[src/rtl/unified_mem_arbiter_pkg.sv]
// Shared types for the unified IF/MEM SRAM arbiter: FSM states, owner encoding,
// and the wait-counter load helper.
package unified_mem_arbiter_pkg;

    localparam int ARB_STATE_LEN = 2;
    localparam int SRAM_ADDR_LEN = 18;
    localparam int WAIT_CNT_W    = 4;

    typedef enum logic [ARB_STATE_LEN-1:0] {
        ARB_IDLE = 2'd0,
        ARB_BUSY = 2'd1,
        ARB_DONE = 2'd2
    } arb_state_e;

    typedef enum logic {
        ARB_OWNER_IF  = 1'b0,
        ARB_OWNER_MEM = 1'b1
    } arb_owner_e;

    // BUSY lasts wait_cnt+1 cycles, so an access of N cycles loads N-1.
    function automatic logic [WAIT_CNT_W-1:0] wait_load(input int cycles);
        return WAIT_CNT_W'(cycles - 1);
    endfunction

endpackage

[src/rtl/unified_mem_arbiter_if.sv]
// Pipeline-side request ports and SRAM-side pins of the unified memory arbiter.
// slave = arbiter view; master = pipeline + SRAM view.
interface unified_mem_arbiter_if #(
    parameter int ADDR_W = 18,
    parameter int DATA_W = 32
);
    logic              if_req;
    logic [ADDR_W-1:0] if_addr;
    logic [DATA_W-1:0] if_rdata;
    logic              if_ready;
    logic              if_stall;
    logic              mem_req;
    logic              mem_we;
    logic [ADDR_W-1:0] mem_addr;
    logic [DATA_W-1:0] mem_wdata;
    logic [DATA_W-1:0] mem_rdata;
    logic              mem_ready;
    logic              mem_stall;
    logic [ADDR_W-1:0] sram_addr;
    logic [DATA_W-1:0] sram_wdata;
    logic              sram_we;
    logic              sram_oe;
    logic [DATA_W-1:0] sram_rdata;

    modport slave (
        input  if_req, if_addr, mem_req, mem_we, mem_addr, mem_wdata, sram_rdata,
        output if_rdata, if_ready, if_stall, mem_rdata, mem_ready, mem_stall,
               sram_addr, sram_wdata, sram_we, sram_oe
    );

    modport master (
        output if_req, if_addr, mem_req, mem_we, mem_addr, mem_wdata, sram_rdata,
        input  if_rdata, if_ready, if_stall, mem_rdata, mem_ready, mem_stall,
               sram_addr, sram_wdata, sram_we, sram_oe
    );

endinterface

[src/rtl/unified_mem_arbiter_wait_counter.sv]
// Loadable down-counter with zero flag; also intended for the cache-fill controller.
module mem_wait_counter #(
    parameter int W = 4
) (
    input  logic         clk,
    input  logic         rst,
    input  logic         load,
    input  logic [W-1:0] load_val,
    input  logic         dec,
    output logic [W-1:0] cnt,
    output logic         zero
);

    always_ff @(posedge clk or negedge rst) begin
        if (!rst)
            cnt <= '0;
        else if (load)
            cnt <= load_val;
        else if (dec && cnt != '0)
            cnt <= cnt - 1'b1;
    end

    assign zero = (cnt == '0);

endmodule

[src/rtl/unified_mem_arbiter.sv]
// Single-ported fixed-latency SRAM shared by IF and MEM; MEM wins ties, grants are
// never preempted. Optional stall counters under MEM_ARB_PERF_CNT_EN.
module unified_mem_arbiter
    import unified_mem_arbiter_pkg::*;
#(
    parameter int ADDR_W      = SRAM_ADDR_LEN,
    parameter int DATA_W      = 32,
    parameter int WAIT_CYCLES = 4
) (
    input  logic                clk,
    input  logic                rst,
    unified_mem_arbiter_if.slave bus
`ifdef MEM_ARB_PERF_CNT_EN
    ,
    output logic [31:0]         if_wait_cnt,
    output logic [31:0]         mem_wait_cnt
`endif
);

    arb_state_e            state;
    arb_owner_e            owner;
    logic                  we_latched;
    logic                  cnt_load;
    logic                  cnt_dec;
    logic                  cnt_zero;
    logic [WAIT_CNT_W-1:0] wait_cnt;

    assign cnt_load = (state == ARB_IDLE) && (bus.mem_req || bus.if_req);
    assign cnt_dec  = (state == ARB_BUSY) && !cnt_zero;

    mem_wait_counter #(.W(WAIT_CNT_W)) u_wait (
        .clk      (clk),
        .rst      (rst),
        .load     (cnt_load),
        .load_val (wait_load(WAIT_CYCLES)),
        .dec      (cnt_dec),
        .cnt      (wait_cnt),
        .zero     (cnt_zero)
    );

    always_ff @(posedge clk or negedge rst) begin
        if (!rst) begin
            state          <= ARB_IDLE;
            owner          <= ARB_OWNER_IF;
            we_latched     <= 1'b0;
            bus.sram_addr  <= {ADDR_W{1'b0}};
            bus.sram_wdata <= {DATA_W{1'b0}};
            bus.sram_we    <= 1'b0;
            bus.sram_oe    <= 1'b0;
            bus.if_ready   <= 1'b0;
            bus.mem_ready  <= 1'b0;
            bus.if_rdata   <= {DATA_W{1'b0}};
            bus.mem_rdata  <= {DATA_W{1'b0}};
        end else begin
            case (state)
                ARB_IDLE: begin
                    // MEM belongs to the older instruction, so it wins ties.
                    if (bus.mem_req) begin
                        owner          <= ARB_OWNER_MEM;
                        we_latched     <= bus.mem_we;
                        bus.sram_addr  <= bus.mem_addr;
                        bus.sram_wdata <= bus.mem_wdata;
                        bus.sram_we    <= bus.mem_we;
                        bus.sram_oe    <= ~bus.mem_we;
                        state          <= ARB_BUSY;
                    end else if (bus.if_req) begin
                        owner         <= ARB_OWNER_IF;
                        we_latched    <= 1'b0;
                        bus.sram_addr <= bus.if_addr;
                        bus.sram_we   <= 1'b0;
                        bus.sram_oe   <= 1'b1;
                        state         <= ARB_BUSY;
                    end
                end
                ARB_BUSY: begin
                    if (cnt_zero) begin
                        bus.sram_we <= 1'b0;
                        bus.sram_oe <= 1'b0;
                        if (owner == ARB_OWNER_MEM) begin
                            if (!we_latched) bus.mem_rdata <= bus.sram_rdata;
                            bus.mem_ready <= 1'b1;
                        end else begin
                            bus.if_rdata <= bus.sram_rdata;
                            bus.if_ready <= 1'b1;
                        end
                        state <= ARB_DONE;
                    end
                end
                ARB_DONE: begin
                    bus.if_ready  <= 1'b0;
                    bus.mem_ready <= 1'b0;
                    state         <= ARB_IDLE;
                end
                default: state <= ARB_IDLE;
            endcase
        end
    end

    assign bus.if_stall  = bus.if_req  & ~bus.if_ready;
    assign bus.mem_stall = bus.mem_req & ~bus.mem_ready;

`ifdef MEM_ARB_PERF_CNT_EN
    always_ff @(posedge clk or negedge rst) begin
        if (!rst) begin
            if_wait_cnt  <= 32'd0;
            mem_wait_cnt <= 32'd0;
        end else begin
            if (bus.if_stall)  if_wait_cnt  <= if_wait_cnt + 32'd1;
            if (bus.mem_stall) mem_wait_cnt <= mem_wait_cnt + 32'd1;
        end
    end
`endif

endmodule

[src/flat_wrapper.sv]
// flat-port wrapper written by rule: the top's interface ports become plain ports
module unified_mem_arbiter_flat import unified_mem_arbiter_pkg::*;
#(
    parameter int ADDR_W      = SRAM_ADDR_LEN,
    parameter int DATA_W      = 32,
    parameter int WAIT_CYCLES = 4
)
  (clk, rst, bus_if_req, bus_if_addr, bus_mem_req, bus_mem_we, bus_mem_addr, bus_mem_wdata, bus_sram_rdata, bus_if_rdata, bus_if_ready, bus_if_stall, bus_mem_rdata, bus_mem_ready, bus_mem_stall, bus_sram_addr, bus_sram_wdata, bus_sram_we, bus_sram_oe);
  unified_mem_arbiter_if #(.ADDR_W(ADDR_W), .DATA_W(DATA_W)) bus_i ();
  input  logic clk;
  input  logic rst;
  input wire logic [$bits(bus_i.if_req)-1:0] bus_if_req;
  input wire logic [$bits(bus_i.if_addr)-1:0] bus_if_addr;
  input wire logic [$bits(bus_i.mem_req)-1:0] bus_mem_req;
  input wire logic [$bits(bus_i.mem_we)-1:0] bus_mem_we;
  input wire logic [$bits(bus_i.mem_addr)-1:0] bus_mem_addr;
  input wire logic [$bits(bus_i.mem_wdata)-1:0] bus_mem_wdata;
  input wire logic [$bits(bus_i.sram_rdata)-1:0] bus_sram_rdata;
  output wire logic [$bits(bus_i.if_rdata)-1:0] bus_if_rdata;
  output wire logic [$bits(bus_i.if_ready)-1:0] bus_if_ready;
  output wire logic [$bits(bus_i.if_stall)-1:0] bus_if_stall;
  output wire logic [$bits(bus_i.mem_rdata)-1:0] bus_mem_rdata;
  output wire logic [$bits(bus_i.mem_ready)-1:0] bus_mem_ready;
  output wire logic [$bits(bus_i.mem_stall)-1:0] bus_mem_stall;
  output wire logic [$bits(bus_i.sram_addr)-1:0] bus_sram_addr;
  output wire logic [$bits(bus_i.sram_wdata)-1:0] bus_sram_wdata;
  output wire logic [$bits(bus_i.sram_we)-1:0] bus_sram_we;
  output wire logic [$bits(bus_i.sram_oe)-1:0] bus_sram_oe;
  assign bus_i.if_req = bus_if_req;
  assign bus_i.if_addr = bus_if_addr;
  assign bus_i.mem_req = bus_mem_req;
  assign bus_i.mem_we = bus_mem_we;
  assign bus_i.mem_addr = bus_mem_addr;
  assign bus_i.mem_wdata = bus_mem_wdata;
  assign bus_i.sram_rdata = bus_sram_rdata;
  assign bus_if_rdata = bus_i.if_rdata;
  assign bus_if_ready = bus_i.if_ready;
  assign bus_if_stall = bus_i.if_stall;
  assign bus_mem_rdata = bus_i.mem_rdata;
  assign bus_mem_ready = bus_i.mem_ready;
  assign bus_mem_stall = bus_i.mem_stall;
  assign bus_sram_addr = bus_i.sram_addr;
  assign bus_sram_wdata = bus_i.sram_wdata;
  assign bus_sram_we = bus_i.sram_we;
  assign bus_sram_oe = bus_i.sram_oe;
  unified_mem_arbiter #(.ADDR_W(ADDR_W), .DATA_W(DATA_W), .WAIT_CYCLES(WAIT_CYCLES)) u_core (.clk(clk), .rst(rst), .bus(bus_i));
endmodule
[config.mk]
export PLATFORM = sky130hd
export DESIGN_NAME = unified_mem_arbiter_flat
export DESIGN_NICKNAME = d
export VERILOG_FILES = /design/src/rtl/unified_mem_arbiter_pkg.sv /design/src/rtl/unified_mem_arbiter_if.sv /design/src/rtl/unified_mem_arbiter_wait_counter.sv /design/src/rtl/unified_mem_arbiter.sv /design/src/flat_wrapper.sv
export SDC_FILE = /design/constraint.sdc
export NUM_CORES = 1
export LEC_CHECK = 0
export CAP_MARGIN = 40
export CORE_MARGIN = 3
export CORE_UTILIZATION = 37
export DETAILED_ROUTE_END_ITERATION = 8
export PLACE_DENSITY = 0.77
export RECOVER_POWER = 100
export SLEW_MARGIN = 25
export SYNTH_ARGS = -nofsm -noshare
export SYNTH_HDL_FRONTEND = slang
export SYNTH_SLANG_ARGS = --single-unit
[constraint.sdc]
create_clock -name clk -period 2.2 [get_ports clk]
set_input_delay 0.22 -clock clk [delete_from_list [all_inputs] [get_ports clk]]
set_output_delay 0.22 -clock clk [all_outputs]
set_load 0.01 [all_outputs]
After elaboration in Yosys (flattened, before gate mapping). Index checks and enable logic that the tools add are counted.

Bits in registers: 126. Word-level logic and storage cells: 68. Input port bits: 105.

Bitwise logic cells: 7. Mux-type cells: 22. Reductions and logical operators: 20. $add $sub $neg: 1. Eq/ne operators: 6.

Operators with widths (count): two-way mux 18 bit (2); AND reduction 3 bit (4); two-way mux 1 bit (10); two-way mux 4 bit (2); one-hot mux 1 bit (2 select lines) (4); nonzero test 2 bit (4); two-way mux 2 bit (3); AND reduction 2 bit (3); inverter 1 bit (5); zero test 4 bit (1); != test 2 x 1 -> 1 bit, second input constant (2); one-hot mux 2 bit (2 select lines) (1); AND reduction 4 bit (1); nonzero test 4 bit (1); subtractor 4 x 1 -> 4 bit, second input constant (1); logical AND 1 bit (3); != test 3 bit, second input constant (1); bitwise AND 1 bit (2); == test 2 x 1 -> 1 bit, second input constant (1); == test 2 bit, second input constant (1); zero test 2 bit (1); != test 2 bit, second input constant (1); zero test 1 bit (1); logical OR 1 bit (1).

Depth between registers and ports, before layout. Gate-level depths: netlist (run 1).

Depth in word-level cells: 6. Mapped depth: 8. Mapped depth without buffers: 5.

Cells and area by module. A second synthesis (run 1) with hierarchy kept.

Cells, all modules: 324. Area total of the unflattened synthesis: 5107.4 um^2.

Modules (own cells, without submodules): unified_mem_arbiter (sequential area each 3052.9 um^2, area an instance 4837.1 um^2, cells each 297, times used 1); mem_wait_counter (sequential area each 100.1 um^2, area an instance 270.3 um^2, cells each 27, times used 1).

Worst setup path before layout (run 1). OpenSTA, ideal clock, no wires.

Kind: reg-to-reg. Start point: register u_core.u_wait.cnt[0]. End point: register u_core.bus.if_rdata[10]. Path slack: 0.195 ns. Data required time: 2.075 ns. Path buffers: 2. Setup time: 0.125 ns. Period minus slack after synthesis: 2.005 ns. Cell stages (with the launch flop): 8. Arrival: 1.880 ns. Cell sequence: dfrtp_1 -> inv_1 -> ha_1 -> or3b_4 -> or3_1 -> buf_2 -> buf_6 -> mux2_4.

Cells in the longest elaborated chain, start to end: 2.

Ends and longest elaborated chain: start: declaration (RTL line unified_mem_arbiter_wait_counter.sv:10) `output logic [W-1:0] cnt,`; start signal: assignment (RTL line unified_mem_arbiter_wait_counter.sv:18) `cnt <= load_val;`; start signal: assignment (RTL line unified_mem_arbiter_wait_counter.sv:20) `cnt <= cnt - 1'b1;`; zero test 4 bit (RTL line unified_mem_arbiter_wait_counter.sv:23) `assign zero = (cnt == '0);`; AND reduction 3 bit (no source line); end signal: assignment (RTL line unified_mem_arbiter.sv:52) `bus.if_rdata <= {DATA_W{1'b0}};`; end signal: assignment (RTL line unified_mem_arbiter.sv:83) `bus.if_rdata <= bus.sram_rdata;`; end: declaration (RTL line unified_mem_arbiter_if.sv:27) `output if_rdata, if_ready, if_stall, mem_rdata, mem_ready, mem_stall,`.

No other way between the ends. A chain may end at the register's enable or synchronous reset.

Final worst setup path (run 1).
Start point: register u_core.u_wait.cnt[0]. End point: register u_core.bus.if_rdata[9].

Same word-level chain as after synthesis.

==> results of run 1 <==
==> routing by layer <==
| layer | global-route usage | part of all wire |
|---|---|---|
| met1 | 0.1970 | 0.40 |
| met4 | 0.06963 | 0.023 |
| met3 | 0.04760 | 0.053 |
| met2 | 0.3069 | 0.53 |
| met5 | 0 | 0 |
==> state kept, by name (all words and copies together), names as in the netlist <==
| signal | count |
|---|---|
| u_core.owner | 1 |
| u_core.bus.mem_rdata | 32 |
| u_core.bus.if_rdata | 32 |
| u_core.bus.mem_ready | 1 |
| u_core.bus.sram_oe | 1 |
| u_core.bus.if_ready | 1 |
| u_core.state | 2 |
| u_core.we_latched | 1 |
| u_core.bus.sram_addr | 18 |
| u_core.u_wait.cnt | 4 |
| u_core.bus.sram_we | 1 |
| u_core.bus.sram_wdata | 32 |
==> area by class of cell <==
type                    count  area share
multi-input cells         199      0.2191
flip-flops and latches    126      0.3811
inverters                  11    0.004990
clock buffers              21     0.05565
well taps                 176     0.02661
repair buffers            238      0.2873
clock inverters            10     0.02525
==> through the flow <==
step / hold slack (ns) / std cells / power, mW
after floorplan: -0.07559 / 356 / 6.210
after global placement: 0.2542 / 748 / 8.985
after detailed placement: 0.2688 / 748 / 9.172
after CTS: 0.3679 / 780 / 12.42
after global routing: 0.4102 / 781 / 12.24
final: 0.4245 / 781 / 11.58
==> final timing paths <==
check / cells past startpoint / slack (ns) / from / endpoint
setup / recovery: 6 / 0.13 / u_core.u_wait.cnt[0] / u_core.bus.if_rdata[9]
hold / removal: 2 / 0.42 / bus_mem_wdata[24] / u_core.bus.sram_wdata[24]
setup reg to reg: 6 / 0.13 / u_core.u_wait.cnt[0] / u_core.bus.if_rdata[9]
hold reg to reg: 2 / 0.47 / u_core.bus.sram_addr[11] / u_core.bus.sram_addr[11]
max in group asynchronous: 3 / 0.42 / rst / u_core.bus.mem_rdata[17]
min in group asynchronous: 2 / 0.58 / rst / u_core.bus.if_rdata[14]
==> cells by family after synthesis <==
group	count (synthesis)	synth area share
DFF	126	0.6056
muxes	118	0.2720
AOI/OAI and AO/OA	39	0.04615
and+or+nand+nor	35	0.03172
buffers and inverters	31	0.02764
adders and majority gates	7	0.01682
==> Yosys cell counts (all sizes together), types with 3 or more instances <==
cell type	n
nand2	23
mux2	98
a21oi	4
inv	11
nor2b	3
dfrtp	126
mux2i	20
clkbuf	10
o21ai	23
ha	7
buf	10
==> power by group <==
group / leakage [nW] / switching, mW / total (mW) / internal (mW)
logic: 1.92 / 1.87 / 4.39 / 2.52
clock network: 0.320 / 0.979 / 3.16 / 2.18
registers: 1.55 / 0.580 / 4.02 / 3.44
total: 3.79 / 3.43 / 11.6 / 8.14
==> worst max-delay path, cell delays in order (launching register included) <==
cell	delay, ns
dfrtp_1	0.40
inv_1	0.10
ha_1	0.16
or3b_4	0.39
or3_4	0.36
buf_6	0.18
mux2_1	0.34
==> what timing repair did <==
item | CTS | global route
hold endpoints to repair | 42 | 0
hold buffers | 1 | 0
setup endpoints to repair | 0 | 32
resized for setup | 0 | 1
==> results.cfg, run 1 <==
[floorplanning]
placementRows = 42
placeableCoreArea_um2 = 13510
start_util = 0.3855
die_height_um = 124.6
io_pins = 225
fp.dieW_um = 124.6
design.die.area_um2 = 15530

[yosys]
synthesis.area_um2 = 5206
yosys-top-cells-area = dfrtp_1 61%, mux2_2 14%, mux2_4 8.7%
sequential_share_of_the_synthesized_area = 0.6056
synthFlopType = dfrtp_1
async_reset_ff_frac = 1.000
ys_ff_latch = 126
synth_fp_nets = 468
yosysWarnings = 0
synthesis.area_per_instance_um2 = 14.62
edff_count_synth = 0
netlist.top_cell.by_area = dfrtp_1
synth_cells = 356
yosys.cell_types.count = 31
synth_top_cell_area_share = 0.6056

[global_route]
number_of_antenna_violations_at_the_first_check_in_global_routing = 0
pin_count_of_the_biggest_net_entering_global_routing = 55
grt_pass1_wl_mm = 21.51
grt_pass1_vias = 4205
grt_remaining_overflow = 0
grt_util_all_layers = 0.1732

[clocking]
cts-buffers-inserted = 17
cts.repair_timing.setup_buffer_count = 0
clock_root_buffer = clkbuf_16
clock_tree.htree_level_count = 4
cts_tree = built
tritoncts_num_sinks = 126
clock_insertion_delay_worst_skew_ns = 0.41
cts_buffer_depth = 2
worst_setup_hold_path_clk_slew_ns = 0.05

[timing]
setup_ws_ns = 0.1277
timing.fmax_mhz = 482.6
post-route-period-util = 0.9419
timing.final.max_slew_violations = 0
finalSetupViolations = 0
skew_ns = 0.008220
final.setup.tns_ns = 0
timing.max_slew.rel_slack = 0.2440
rsz0062_at_grt = no
worst_pin_slew_ns = 1.134
min_period_ns = 2.072
hold_viol_final = 0

[route]
post-route-drc-count = 0
drt_iter0_markers = 118
post_drt_wl_per_cell_um = 16.87
drt_pre_antenna_iters = 4
ant_nets = 0
drt-total-wl_mm = 13.18
avg_vias_per_cell = 4.800
vias = 3749

[power]
peakVddDrop_uv = 544.2
p_leak_nw = 3.788
power-per-cell-area_nw_per_um2 = 1399

[finish]
fillerInstances = 1041
layout_common_cells = 126 x dfrtp_1, 121 x dlygate4sd3_1, 103 x clkdlybuf4s50_1, 67 x mux2_2, 28 x mux2_1
antenna_cells_inserted = 0
layout-drive-gt1-share = 0.1884
nets = 705
area.sequential_um2 = 3153
total_non_filler_cell_area_in_the_finished_layout_um2 = 8274
area_growth_pct = 58.93
multi_input_area_um2 = 1813
layout_commonest_cell = dfrtp_1
post-route-util = 0.6127

[place]
dp_worst_setup_slack_ns = 0.02846
placed_cell_area_um2 = 7715
place.gp.congestion = 0.7813
hpwl_mm = 9.716
number_of_i_o_port_buffers = 224

[setup_path]
endpoint_kind = register
critPathMaxFanout = 16
crit_type = register to register
crit_path_start_kind = register
cp_data_required_time_ns = 2.48
cp.arrival_ns = 2.35

[job]
cap_viol_max_count = 0

[min_path]
holdCritPathClass = input pin to register

[run_status]
run_status = finished, final reports clean
Power figures use the tool's default switching activity.
==> run 2: changes to the inputs <==
- REMOVE_ABC_BUFFERS: default -> 1
==> results.cfg, run 2 (synthesis gave the netlist of run 1 again) <==
[finish]
antenna_cells_inserted = 0
layout_common_cells = 126 x dfrtp_1, 121 x dlygate4sd3_1, 103 x clkdlybuf4s50_1, 67 x mux2_2, 24 x mux2_4
layout_commonest_cell = dfrtp_1
nets = 705
layout-drive-gt1-share = 0.2182
area.sequential_um2 = 3153
fillerInstances = 1033
post-route-util = 0.6161
top_regs = u_core.bus.if_rdata (32), u_core.bus.mem_rdata (32), u_core.bus.sram_wdata (32)
area_growth_pct = 59.82
multi_input_area_um2 = 1896

[floorplanning]
io_pins = 225
placeableCoreArea_um2 = 13510
start_util = 0.3855
placementRows = 42
design.die.area_um2 = 15530
fp.dieW_um = 124.6
die_height_um = 124.6

[timing]
rsz0062_at_grt = no
timing.max_slew.rel_slack = 0.1770
min_period_ns = 2.116
post-route-period-util = 0.9620
worst_pin_slew_ns = 1.234
setup_ws_ns = 0.08357
final.setup.tns_ns = 0
whs_ns = 0.4275
finalSetupViolations = 0
timing.fmax_mhz = 472.5
timing.final.max_slew_violations = 0
skew_ns = 0.008831
hold_viol_final = 0

[clocking]
clock_root_buffer = clkbuf_16
worst_setup_hold_path_clk_slew_ns = 0.05
tritoncts_num_sinks = 126
cts_tree = built
cts.repair_timing.setup_buffer_count = 0
cts-buffers-inserted = 17
clock_tree.htree_level_count = 4
cts_buffer_depth = 2
clock_insertion_delay_worst_skew_ns = 0.40

[run_status]
run_status = finished, final reports clean

[route]
avg_vias_per_cell = 4.777
post_drt_wl_per_cell_um = 16.57
vias = 3731
post-route-drc-count = 0
ant_nets = 0
drt-total-wl_mm = 12.95
drt_pre_antenna_iters = 4
drt_iter0_markers = 160

[power]
power-per-cell-area_nw_per_um2 = 1384
peakVddDrop_uv = 523.1
report.power.total_mw = 11.51
p_leak_nw = 3.891

[global_route]
grt_util_all_layers = 0.1697
pin_count_of_the_biggest_net_entering_global_routing = 65
grt_pass1_wl_mm = 21.20
number_of_antenna_violations_at_the_first_check_in_global_routing = 0
grt_pass1_vias = 4064
grt_remaining_overflow = 0

[setup_path]
endpoint_kind = register
crit_path_start_kind = register
cp.arrival_ns = 2.40
critPathMaxFanout = 16
cp_data_required_time_ns = 2.48
crit_type = register to register

[place]
dp_worst_setup_slack_ns = 0.02215
place.gp.congestion = 0.7519
hpwl_mm = 9.657
number_of_i_o_port_buffers = 224

[min_path]
holdCritPathClass = input pin to register

[job]
cap_viol_max_count = 0
## run 2: final timing paths
kind / from / to / slack [ns] / cells after the start
max reg2reg: u_core.u_wait.cnt[0] / u_core.bus.if_rdata[22] / 0.08 / 6
max: u_core.u_wait.cnt[0] / u_core.bus.if_rdata[22] / 0.08 / 6
min: bus_mem_wdata[21] / u_core.bus.sram_wdata[21] / 0.43 / 2
max in group asynchronous: rst / u_core.bus.sram_wdata[27] / 0.43 / 3
min in group asynchronous: rst / u_core.bus.mem_rdata[19] / 0.60 / 2
min reg2reg: u_core.bus.sram_addr[5] / u_core.bus.sram_addr[5] / 0.47 / 2
## run 2: where the power goes
group,switching (mW),internal (mW)
clock network,0.928,2.01
logic,1.85,2.67
registers,0.614,3.45
total,3.39,8.12
## run 2: layer usage
layer,global-route usage,up-vias,routed length (µm)
li1,-,1731,-
met1,0.2036,1820,5339
met2,0.2796,158,6372
met3,0.05832,22,959
met4,0.06899,0,274
met5,0,-,0
## run 2: timing repair
action / 4_1_cts / 5_1_grt
endpoints found under the setup margin: 0 / 32
hold buffers: 1 / 0
endpoints found under the hold margin: 20 / 0
gates resized for setup: 0 / 1
## run 2: critical path, stage by stage, from the launching register on
cell and delay, ns:
dfrtp_1 0.40, inv_1 0.09, ha_1 0.17, or3b_1 0.43, or3_4 0.39, buf_8 0.18
mux2_1 0.33
## run 2: through the flow
stage,area [µm²],std cells
2_1_floorplan,5104,336
3_3_place_gp,7727,748
3_5_place_dp,7727,748
4_1_cts,8363,780
5_1_grt,8320,781
6_report,8320,781
## run 2: final cells by class
class	count	share of cell area
Sequential cell	126	0.3789
Timing Repair Buffer	238	0.2866
Multi-Input combinational cell	199	0.2278
Clock buffer	25	0.05955
Tap cell	176	0.02647
Clock inverter	6	0.01564
Inverter	11	0.004962
